[config.mk]
export PLATFORM = sky130hd
export DESIGN_NAME = matrix_alu_flat
export DESIGN_NICKNAME = d
export VERILOG_FILES = /design/src/rtl/matrix_alu_if.sv /design/src/rtl/matrix_alu.sv /design/src/flat_wrapper.sv
export SDC_FILE = /design/constraint.sdc
export NUM_CORES = 2
export LEC_CHECK = 0
export BUFFER_PORTS_ARGS = -buffer_cell sky130_fd_sc_hd__clkbuf_2
export CAP_MARGIN = 20
export CORE_MARGIN = 3
export CORE_UTILIZATION = 40
export DETAILED_ROUTE_END_ITERATION = 12
export PLACE_DENSITY = 0.66
export SLEW_MARGIN = 15
export SYNTH_ARGS = -nofsm -noshare
export SYNTH_HDL_FRONTEND = slang
export SYNTH_SLANG_ARGS = --single-unit
[constraint.sdc]
create_clock -name clk -period 11 [get_ports clk]
set_clock_uncertainty 0.15 [all_clocks]
set_input_delay 1.65 -clock clk [delete_from_list [all_inputs] [get_ports clk]]
set_output_delay 1.65 -clock clk [all_outputs]
set_load 0.01 [all_outputs]
[src/rtl/matrix_alu_if.sv]
// Request/response bundle between the matrix memory read path and the matrix execution stage.
// The master drives the operands and start; the slave returns busy, done and the result.
interface matrix_alu_if #(
  parameter int ELEM_W = 16,
  parameter int DIM    = 4
);
  localparam int BUS_W = ELEM_W * DIM * DIM;

  logic             start;
  logic [1:0]       opcode;
  logic [BUS_W-1:0] op_a;
  logic [BUS_W-1:0] op_b;
  logic             busy;
  logic             done;
  logic [BUS_W-1:0] result;

  modport master (output start, opcode, op_a, op_b, input busy, done, result);
  modport slave  (input start, opcode, op_a, op_b, output busy, done, result);
endinterface

[src/rtl/matrix_alu.sv]
// Matrix execution stage: 4x4 add/sub/transpose in one cycle, multiply one element per cycle.
// All arithmetic wraps modulo 2^ELEM_W; result only changes on the edge that pulses done.
module matrix_alu #(
  parameter int ELEM_W = 16,
  parameter int DIM    = 4
) (
  input  logic         clk,
  input  logic         nReset,
  matrix_alu_if.slave  bus
);
  localparam int BUS_W = ELEM_W * DIM * DIM;
  localparam int CW    = $clog2(DIM * DIM);
  localparam logic [CW-1:0] LAST_IDX = CW'(DIM * DIM - 1);

  localparam logic [1:0] OP_ADD = 2'b00;
  localparam logic [1:0] OP_SUB = 2'b01;
  localparam logic [1:0] OP_MUL = 2'b10;
  localparam logic [1:0] OP_TRP = 2'b11;

  typedef enum logic {IDLE, COMPUTE} state_t;

  state_t           r_state;
  logic [1:0]       r_op;
  logic [BUS_W-1:0] r_a;
  logic [BUS_W-1:0] r_b;
  logic [CW-1:0]    r_cnt;
  logic [BUS_W-1:0] r_scratch;
  logic [BUS_W-1:0] r_result;
  logic             r_busy;
  logic             r_done;

  logic [BUS_W-1:0]         w_ew;
  logic signed [ELEM_W-1:0] w_mac;
  logic [BUS_W-1:0]         w_scr_nxt;

  function automatic logic signed [ELEM_W-1:0] elem(input logic [BUS_W-1:0] m,
                                                    input int r, input int c);
    return $signed(m[ELEM_W*(DIM*r+c) +: ELEM_W]);
  endfunction

  function automatic logic signed [ELEM_W-1:0] add_wrap(input logic signed [ELEM_W-1:0] x,
                                                        input logic signed [ELEM_W-1:0] y);
    return x + y;
  endfunction

  function automatic logic signed [ELEM_W-1:0] sub_wrap(input logic signed [ELEM_W-1:0] x,
                                                        input logic signed [ELEM_W-1:0] y);
    return x - y;
  endfunction

  // Dot product of row r of A with column c of B; only the low ELEM_W bits survive.
  function automatic logic signed [ELEM_W-1:0] mac_elem(input logic [BUS_W-1:0] a,
                                                        input logic [BUS_W-1:0] b,
                                                        input int r, input int c);
    logic signed [ELEM_W-1:0]   acc;
    logic signed [2*ELEM_W-1:0] prod;
    acc = '0;
    for (int k = 0; k < DIM; k++) begin
      prod = elem(a, r, k) * elem(b, k, c);
      acc  = acc + $signed(prod[ELEM_W-1:0]);
    end
    return acc;
  endfunction

  always_comb begin
    w_ew = '0;
    for (int r = 0; r < DIM; r++) begin
      for (int c = 0; c < DIM; c++) begin
        case (r_op)
          OP_ADD:  w_ew[ELEM_W*(DIM*r+c) +: ELEM_W] = add_wrap(elem(r_a, r, c), elem(r_b, r, c));
          OP_SUB:  w_ew[ELEM_W*(DIM*r+c) +: ELEM_W] = sub_wrap(elem(r_a, r, c), elem(r_b, r, c));
          OP_TRP:  w_ew[ELEM_W*(DIM*r+c) +: ELEM_W] = elem(r_a, c, r);
          default: w_ew[ELEM_W*(DIM*r+c) +: ELEM_W] = '0;
        endcase
      end
    end
  end

  always_comb begin
    w_mac     = mac_elem(r_a, r_b, int'(r_cnt) / DIM, int'(r_cnt) % DIM);
    w_scr_nxt = r_scratch;
    w_scr_nxt[ELEM_W*r_cnt +: ELEM_W] = w_mac;
  end

  always_ff @(posedge clk or negedge nReset) begin
    if (!nReset) begin
      r_state   <= IDLE;
      r_op      <= '0;
      r_a       <= '0;
      r_b       <= '0;
      r_cnt     <= '0;
      r_scratch <= '0;
      r_result  <= '0;
      r_busy    <= 1'b0;
      r_done    <= 1'b0;
    end else begin
      r_done <= 1'b0;
      case (r_state)
        IDLE: begin
          if (bus.start) begin
            r_op    <= bus.opcode;
            r_a     <= bus.op_a;
            r_b     <= bus.op_b;
            r_cnt   <= '0;
            r_busy  <= 1'b1;
            r_state <= COMPUTE;
          end
        end
        COMPUTE: begin
          if (r_op != OP_MUL) begin
            r_result <= w_ew;
            r_done   <= 1'b1;
            r_busy   <= 1'b0;
            r_state  <= IDLE;
          end else begin
            // The final element goes straight into result alongside the scratch copy.
            r_scratch <= w_scr_nxt;
            r_cnt     <= r_cnt + 1'b1;
            if (r_cnt == LAST_IDX) begin
              r_result <= w_scr_nxt;
              r_done   <= 1'b1;
              r_busy   <= 1'b0;
              r_state  <= IDLE;
            end
          end
        end
        default: r_state <= IDLE;
      endcase
    end
  end

  assign bus.busy   = r_busy;
  assign bus.done   = r_done;
  assign bus.result = r_result;
endmodule

[src/flat_wrapper.sv]
// flat-port wrapper written by rule: the top's interface ports become plain ports
module matrix_alu_flat 
#(
  parameter int ELEM_W = 16,
  parameter int DIM    = 4
)
  (clk, nReset, bus_start, bus_opcode, bus_op_a, bus_op_b, bus_busy, bus_done, bus_result);
  matrix_alu_if #(.ELEM_W(ELEM_W), .DIM(DIM)) bus_i ();
  input  logic clk;
  input  logic nReset;
  input wire logic [$bits(bus_i.start)-1:0] bus_start;
  input wire logic [$bits(bus_i.opcode)-1:0] bus_opcode;
  input wire logic [$bits(bus_i.op_a)-1:0] bus_op_a;
  input wire logic [$bits(bus_i.op_b)-1:0] bus_op_b;
  output wire logic [$bits(bus_i.busy)-1:0] bus_busy;
  output wire logic [$bits(bus_i.done)-1:0] bus_done;
  output wire logic [$bits(bus_i.result)-1:0] bus_result;
  assign bus_i.start = bus_start;
  assign bus_i.opcode = bus_opcode;
  assign bus_i.op_a = bus_op_a;
  assign bus_i.op_b = bus_op_b;
  assign bus_busy = bus_i.busy;
  assign bus_done = bus_i.done;
  assign bus_result = bus_i.result;
  matrix_alu #(.ELEM_W(ELEM_W), .DIM(DIM)) u_core (.clk(clk), .nReset(nReset), .bus(bus_i));
endmodule
Word-level counts from Yosys, hierarchy flattened

Cells that the tools add are included.

Register bits after elaboration: 1,033
Input bits: 517
Output and inout bits: 258
Logic and storage cells: 115

$add $sub $neg: 43
$mul: 4
Eq/ne operators: 7
Shifts and indexed selects: 10
Muxes and demuxes: 33
Bitwise operators: 2
Reduce and logical (&&, ||, !) cells: 7

Operators with widths:

| cell                                                     | number |
|---|---|
| variable part select 256 x 10 -> 16 bit                  | 5 |
| one-hot mux 16 bit (3 select lines)                      | 16 |
| two-way mux 256 bit                                      | 2 |
| variable part select 256 x 9 -> 16 bit                   | 2 |
| adder 16 bit                                             | 19 |
| bitwise mux 256 bit                                      | 1 |
| variable shift 16 x 34 -> 256 bit (first input constant) | 1 |
| variable part select 16 x 34 -> 256 bit                  | 1 |
| variable part select 256 x 7 -> 16 bit                   | 1 |
| subtractor 16 bit                                        | 16 |
| multiplier 16 x 16 -> 16 bit                             | 4 |
| negation 8 -> 34 bit                                     | 1 |
| adder 4 x 2 -> 5 bit (first input constant)              | 2 |
| adder 4 x 2 -> 5 bit (second input constant)             | 2 |
| AND reduction 2 bit                                      | 5 |
| two-way mux 1 bit                                        | 9 |
| two-way mux 4 bit                                        | 2 |
| one-hot mux 4 bit (2 select lines)                       | 1 |
| != test 2 bit (second input constant)                    | 3 |
| adder 4 x 1 -> 5 bit (second input constant)             | 1 |
| adder 3 x 2 -> 4 bit (first input constant)              | 1 |
| adder 4 x 1 -> 4 bit (second input constant)             | 1 |
| equality test 4 bit (second input constant)              | 1 |
| one-hot mux 1 bit (2 select lines)                       | 2 |
| other kinds (6)                                          | 7 |

Longest topological paths before layout

Depth after elaboration: 10
Gate-level depth with buffers: 37
Mapped depth without buffers: 31

Worst setup path after synthesis

Ideal clock, no wire load.

Kind: register to register
From: reg u_core.r_cnt[0]
To: reg u_core.r_result[222], in the netlist u_core.bus.result[222]
Library setup time: 0.082 ns
Data arrival time: 9.268 ns
Required time: 10.768 ns
Slack: 1.500 ns
Cell stages (with the launch flop): 34
Buffers on the path: 5
Clock period less this slack: 9.500 ns
Cell sequence: dfrtp_1 -> buf_6 -> buf_6 -> buf_6 -> mux4_2 -> clkbuf_1 -> and2_1 -> fa_1 -> inv_1 -> fa_1 -> inv_1 -> fa_1 -> inv_1 -> fa_1 -> fa_1 -> fa_1 -> inv_1 -> fa_1 -> fa_1 -> fa_1 -> inv_1 -> fa_1 -> inv_1 -> ha_1 -> inv_1 -> o21ai_0 -> a21oi_1 -> o21ai_0 -> a2111oi_0 -> nor3_1 -> or3b_2 -> clkbuf_1 -> o31a_1 -> a31oi_1

Word-level cells in the longest chain between the ends: 10
Elaborated cells between the ends (all ways): 23
Classes of those cells: add/sub: 7; mul: 4; eq/ne: 1; shift: 6; mux: 3; reduce/logical: 2

RTL lines:

| what                                    | line              | RTL |
|---|---|---|
| start: declaration                      | matrix_alu.sv:26  | `logic [CW-1:0] r_cnt;` |
| start signal: assignment                | matrix_alu.sv:118 | `r_cnt <= r_cnt + 1'b1;` |
| adder 3 x 2 -> 4 bit                    | matrix_alu.sv:38  | `return $signed(m[ELEM_W*(DIM*r+c) +: ELEM_W]);` |
| variable part select 256 x 9 -> 16 bit  | matrix_alu.sv:38  |  |
| multiplier 16 x 16 -> 16 bit            | matrix_alu.sv:59  | `prod = elem(a, r, k) * elem(b, k, c);` |
| adder 16 bit (3 in a row)               | matrix_alu.sv:60  | `acc = acc + $signed(prod[ELEM_W-1:0]);` |
| variable part select 16 x 34 -> 256 bit | matrix_alu.sv:82  | `w_scr_nxt[ELEM_W*r_cnt +: ELEM_W] = w_mac;` |
| bitwise mux 256 bit                     | matrix_alu.sv:82  |  |
| two-way mux 256 bit                     | matrix_alu.sv:119 | `if (r_cnt == LAST_IDX) begin` |
| two-way mux 256 bit                     | matrix_alu.sv:110 | `if (r_op != OP_MUL) begin` |
| end signal: assignment                  | matrix_alu.sv:111 | `r_result <= w_ew;` |
| end signal: assignment                  | matrix_alu.sv:120 | `r_result <= w_scr_nxt;` |
| end: declaration                        | matrix_alu.sv:28  | `logic [BUS_W-1:0] r_result;` |

Parallel ways exist; a longest one is shown, timed or not. The select of a mux whose other input is x is not followed.
A chain may end at the register's enable or synchronous reset.

Worst setup path in the final report

From: reg u_core.r_cnt[2]
To: reg u_core.r_result[61], in the netlist u_core.bus.result[61]

Word-level cells in the longest chain between the ends: 10
Elaborated cells between the ends (all ways): 23
Classes of those cells: add/sub: 7; mul: 4; eq/ne: 1; shift: 6; mux: 3; reduce/logical: 2

RTL lines:

| what                                    | line |
|---|---|
| adder 4 x 1 -> 5 bit                    | matrix_alu.sv:38 |
| variable part select 256 x 10 -> 16 bit | matrix_alu.sv:38 |
| multiplier 16 x 16 -> 16 bit            | matrix_alu.sv:59 |
| adder 16 bit (3 in a row)               | matrix_alu.sv:60 |
| variable part select 16 x 34 -> 256 bit | matrix_alu.sv:82 |
| bitwise mux 256 bit                     | matrix_alu.sv:82 |
| two-way mux 256 bit                     | matrix_alu.sv:119 |
| two-way mux 256 bit                     | matrix_alu.sv:110 |

Parallel ways exist; a longest one is shown, timed or not. The select of a mux whose other input is x is not followed.

==> Flow_metrics.wiki <==
{| class="wikitable"
! Metric !! Value
|-
| Synth Register Bits || 1033
|-
| Crit path max-delay cell type || sky130_fd_sc_hd__dfrtp_4
|-
| Port Buffer Count || approximately 770
|-
| Sequential cell area fraction in the yosys report || 32.75%
|-
| Net count reported at finish || 11500
|-
| GP Congestion || 1.116
|-
| Initial cell density of the core || 40.35%
|-
| Final setup violating endpoints || 0
|-
| Category of cells accounting for the largest share of critical-path delay || adder cells
|-
| Overall overflow remaining after global route || 0
|-
| Cell Area, Synth || just under 80000 sq um
|-
| Slew margin rel. || 15.34%
|-
| Critical Path End Type || flip-flop
|-
| Largest net degree at the start of global routing || about 190
|-
| ANT nets after route || 0
|-
| Remaining DRCs || 0
|-
| Pre-Repair DR Iteration Count || 9
|-
| Final hold violations || 0
|-
| Top cells by count, synth || sky130_fd_sc_hd__nand2_1, sky130_fd_sc_hd__dfrtp_1, sky130_fd_sc_hd__o21ai_0, sky130_fd_sc_hd__inv_1, sky130_fd_sc_hd__nor2_1
|-
| Library cells used by synthesis || 79
|-
| Worst Path Required || 11580 ps
|-
| Most common cell on crit path || sky130_fd_sc_hd__fa_1
|-
| Synth warn || 0
|-
| Leading post-synthesis cells by cell area || sky130_fd_sc_hd__dfrtp_1, sky130_fd_sc_hd__nand2_1, sky130_fd_sc_hd__fa_1
|-
| Share of the clock period used by the worst path || 96.78%
|-
| Delay of the slowest critical-path stage || 810 ps
|-
| Async S/R FF share, synth || 100.0%
|-
| Violation count after the first detailed-routing iteration || around 11000
|-
| DR WL/cell || 35.90 um
|-
| Achievable frequency || 0.09394 GHz
|-
| Final HPWL from detailed placement || 378.5 mm
|-
| Ports placed on the boundary || just under 800
|-
| Critical path buffer and inverter count || 7
|-
| Yosys top cell by area || sky130_fd_sc_hd__dfrtp_1
|-
| Die boundary width || between 400 and 500 um
|-
| Area delta synth->final || 16.35%
|-
| Die outline height || 450.2 um
|-
| Total wire length || 462.2 mm
|-
| Status || finished clean
|-
| Via count of the first global-routing pass || 72390
|-
| Max-slew violation total from the final report || 0
|-
| RSZ-0062 raised after global routing || no
|-
| Number of enable flip-flop cells after synthesis || 0
|-
| Fill count || 19300
|-
| Critical path peak fanout || 15
|-
| Clock buffers created by TritonCTS || 120
|-
| Clock tree from TritonCTS || done
|-
| Shortest period the worst path allows || 10650 ps
|-
| Synth Flop Type || sky130_fd_sc_hd__dfrtp_1
|-
| Maximum clock path buffer count || 3
|-
| Clock-pin slew reported for the worst setup and hold paths after clock tree synthesis || 70 ps
|-
| Type of origin of the critical path || flip-flop
|-
| Clock net sink count || 1033
|-
| Buffer cell driving the clock tree root || sky130_fd_sc_hd__clkbuf_16
|-
| Vias per std cell || 5.991
|-
| Hold buffer count at CTS || 0
|-
| Critical path class || flip-flop to flip-flop
|-
| Class of the tightest hold or removal check || flip-flop to flip-flop
|-
| Maximum level of the CTS H-tree || 3
|-
| Final-layout setup total negative slack || 0 ps
|-
| First-pass GRT wire length || ~600 mm
|-
| Share of Yosys cell area claimed by the top area cell type || 32.75%
|-
| DR vias || 77140
|-
| Number of placement rows || 162
|-
| Floorplan Core Area || 195600 sq um
|-
| Source-to-sink clock delay at the later pin of the worst-skew pair || 850 ps
|-
| Arrival @ worst endpoint || 11230 ps
|-
| Antenna violations before repair || 68
|-
| Slew at the pin closest to its max-slew limit || roughly 1300 ps
|-
| Synthesized area per cell || approximately 8.5 sq um
|-
| Syn nets || about 11000
|-
| Total routing resource utilization after global routing || between 40% and 50%
|-
| Fraction of layout instances using a drive strength above 1 || 15.11%
|-
| Count of max-cap constraint violations || 0
|-
| Most common cell in the synthesized netlist || sky130_fd_sc_hd__nand2_1
|-
| Total die area || around 200000 sq um
|-
| Cell count after synthesis || 9338
|}
## worst register-to-register path: stages, from the launching register on
cell and delay (ps):
sky130_fd_sc_hd__dfrtp_4 810, sky130_fd_sc_hd__buf_12 320, sky130_fd_sc_hd__mux4_2 780, sky130_fd_sc_hd__and2_1 280, sky130_fd_sc_hd__fa_1 490, sky130_fd_sc_hd__inv_1 50
sky130_fd_sc_hd__fa_1 480, sky130_fd_sc_hd__inv_1 50, sky130_fd_sc_hd__fa_1 680, sky130_fd_sc_hd__fa_1 500, sky130_fd_sc_hd__fa_1 520, sky130_fd_sc_hd__inv_1 70
sky130_fd_sc_hd__fa_1 500, sky130_fd_sc_hd__inv_1 60, sky130_fd_sc_hd__fa_1 490, sky130_fd_sc_hd__fa_1 460, sky130_fd_sc_hd__fa_1 520, sky130_fd_sc_hd__inv_1 50
sky130_fd_sc_hd__fa_1 570, sky130_fd_sc_hd__inv_1 80, sky130_fd_sc_hd__ha_1 420, sky130_fd_sc_hd__o2111a_1 270, sky130_fd_sc_hd__nor3_1 60, sky130_fd_sc_hd__xnor2_1 710
sky130_fd_sc_hd__nand2_1 470, sky130_fd_sc_hd__o21ai_0 380, sky130_fd_sc_hd__a222oi_1 140, sky130_fd_sc_hd__o21ai_0 180
## cells in the final DEF, fill, tap and decap left out, types with 32 or more instances in the layout
master / instances
sky130_fd_sc_hd__a21boi_0: 39
sky130_fd_sc_hd__o211ai_1: 97
sky130_fd_sc_hd__and2_1: 318
sky130_fd_sc_hd__nor3_1: 126
sky130_fd_sc_hd__a21o_1: 38
sky130_fd_sc_hd__xnor2_1: 389
sky130_fd_sc_hd__nand2b_1: 35
sky130_fd_sc_hd__ha_1: 463
sky130_fd_sc_hd__o21bai_1: 32
sky130_fd_sc_hd__nor2_1: 484
sky130_fd_sc_hd__nand2_1: 2539
sky130_fd_sc_hd__nor4_1: 43
sky130_fd_sc_hd__or3_1: 37
sky130_fd_sc_hd__diode_2: 40
sky130_fd_sc_hd__buf_4: 339
sky130_fd_sc_hd__o21ai_0: 794
sky130_fd_sc_hd__dfrtp_1: 1027
sky130_fd_sc_hd__a31oi_1: 61
sky130_fd_sc_hd__mux2i_1: 61
sky130_fd_sc_hd__a21oi_1: 419
sky130_fd_sc_hd__clkbuf_2: 773
sky130_fd_sc_hd__nand3_1: 45
sky130_fd_sc_hd__nor2b_1: 41
sky130_fd_sc_hd__o31ai_1: 57
sky130_fd_sc_hd__xor2_1: 145
sky130_fd_sc_hd__mux4_2: 128
sky130_fd_sc_hd__fa_1: 406
sky130_fd_sc_hd__inv_1: 682
sky130_fd_sc_hd__clkbuf_16: 122
## path summary, 6_finish.rpt
path,startpoint,endpoint,slack (ps),cells after the start
setup / recovery,u_core.r_cnt[2],u_core.bus.result[61],350,27
hold / removal,u_core.r_scratch[201],u_core.r_scratch[201],330,2
setup reg to reg,u_core.r_cnt[2],u_core.bus.result[61],350,27
hold reg to reg,u_core.r_scratch[201],u_core.r_scratch[201],330,2
max in group asynchronous,nReset,u_core.r_op[1],7390,3
min in group asynchronous,nReset,u_core.bus.result[99],750,1
## final cells by class
type	instances	area [sq um]	share of cell area [%]
clock buffers	155	3377	3.677
inverters	686	2579	2.808
multi-input cells	7126	48610	52.93
clock inverters	68	1020	1.110
repair buffers	1144	7003	7.625
diodes	40	100.1	0.1090
flip-flops and latches	1033	25870	28.17
well taps	2624	3283	3.575
## layer usage
metal	track usage (%)	part of all wire [%]	wire length [um]
met3	12.04	11	49980
met4	39.59	11	52110
met1	55.69	37	172200
met2	62.65	41	187500
met5	0	0.087	400
## cell families (layout without fill, tap and decap cells)
family	count (synthesis)	after routing	synth area share [%]
AO/OA/AOI/OAI	1752	1752	13.07
adder cells (fa/ha/maj)	869	869	17.64
multiplexers	206	206	4.669
flip-flops	1033	1033	32.75
XOR/XNOR	541	541	6.078
buffers and inverters	1179	2053	5.773
other	0	40	0
AND/OR/NAND/NOR	3758	3758	20.02
## timing repair
action                     CTS  global route
buffers inserted             0             1
gates resized for setup      0             2
setup endpoints to repair    0            28
## stage by stage
step                hold WS [ps]  instances  area (sq um)  setup slack, ps  utilization [%]
global route               349.3      12840         91740            83.05            46.90
finish                     329.3      12880         91840            354.5            46.95
CTS                        328.7      12830         91620            80.57            46.84
detailed placement         313.5      12610         87230            103.4            44.59
floorplan                  291.8       9338         78930             1500                -
global placement           309.5      12600         87180            152.4            44.57
## sequential cells by signal, indices dropped and copies added (netlist names)
signal             cells
u_core.r_scratch     256
u_core.r_state         1
u_core.bus.result    256
u_core.bus.done        1
u_core.r_cnt           4
u_core.r_b           256
u_core.r_op            2
u_core.bus.busy        1
u_core.r_a           256
Power is not shown: default switching activity piles up to over one toggle a cycle in this logic, so the estimate is an artifact.
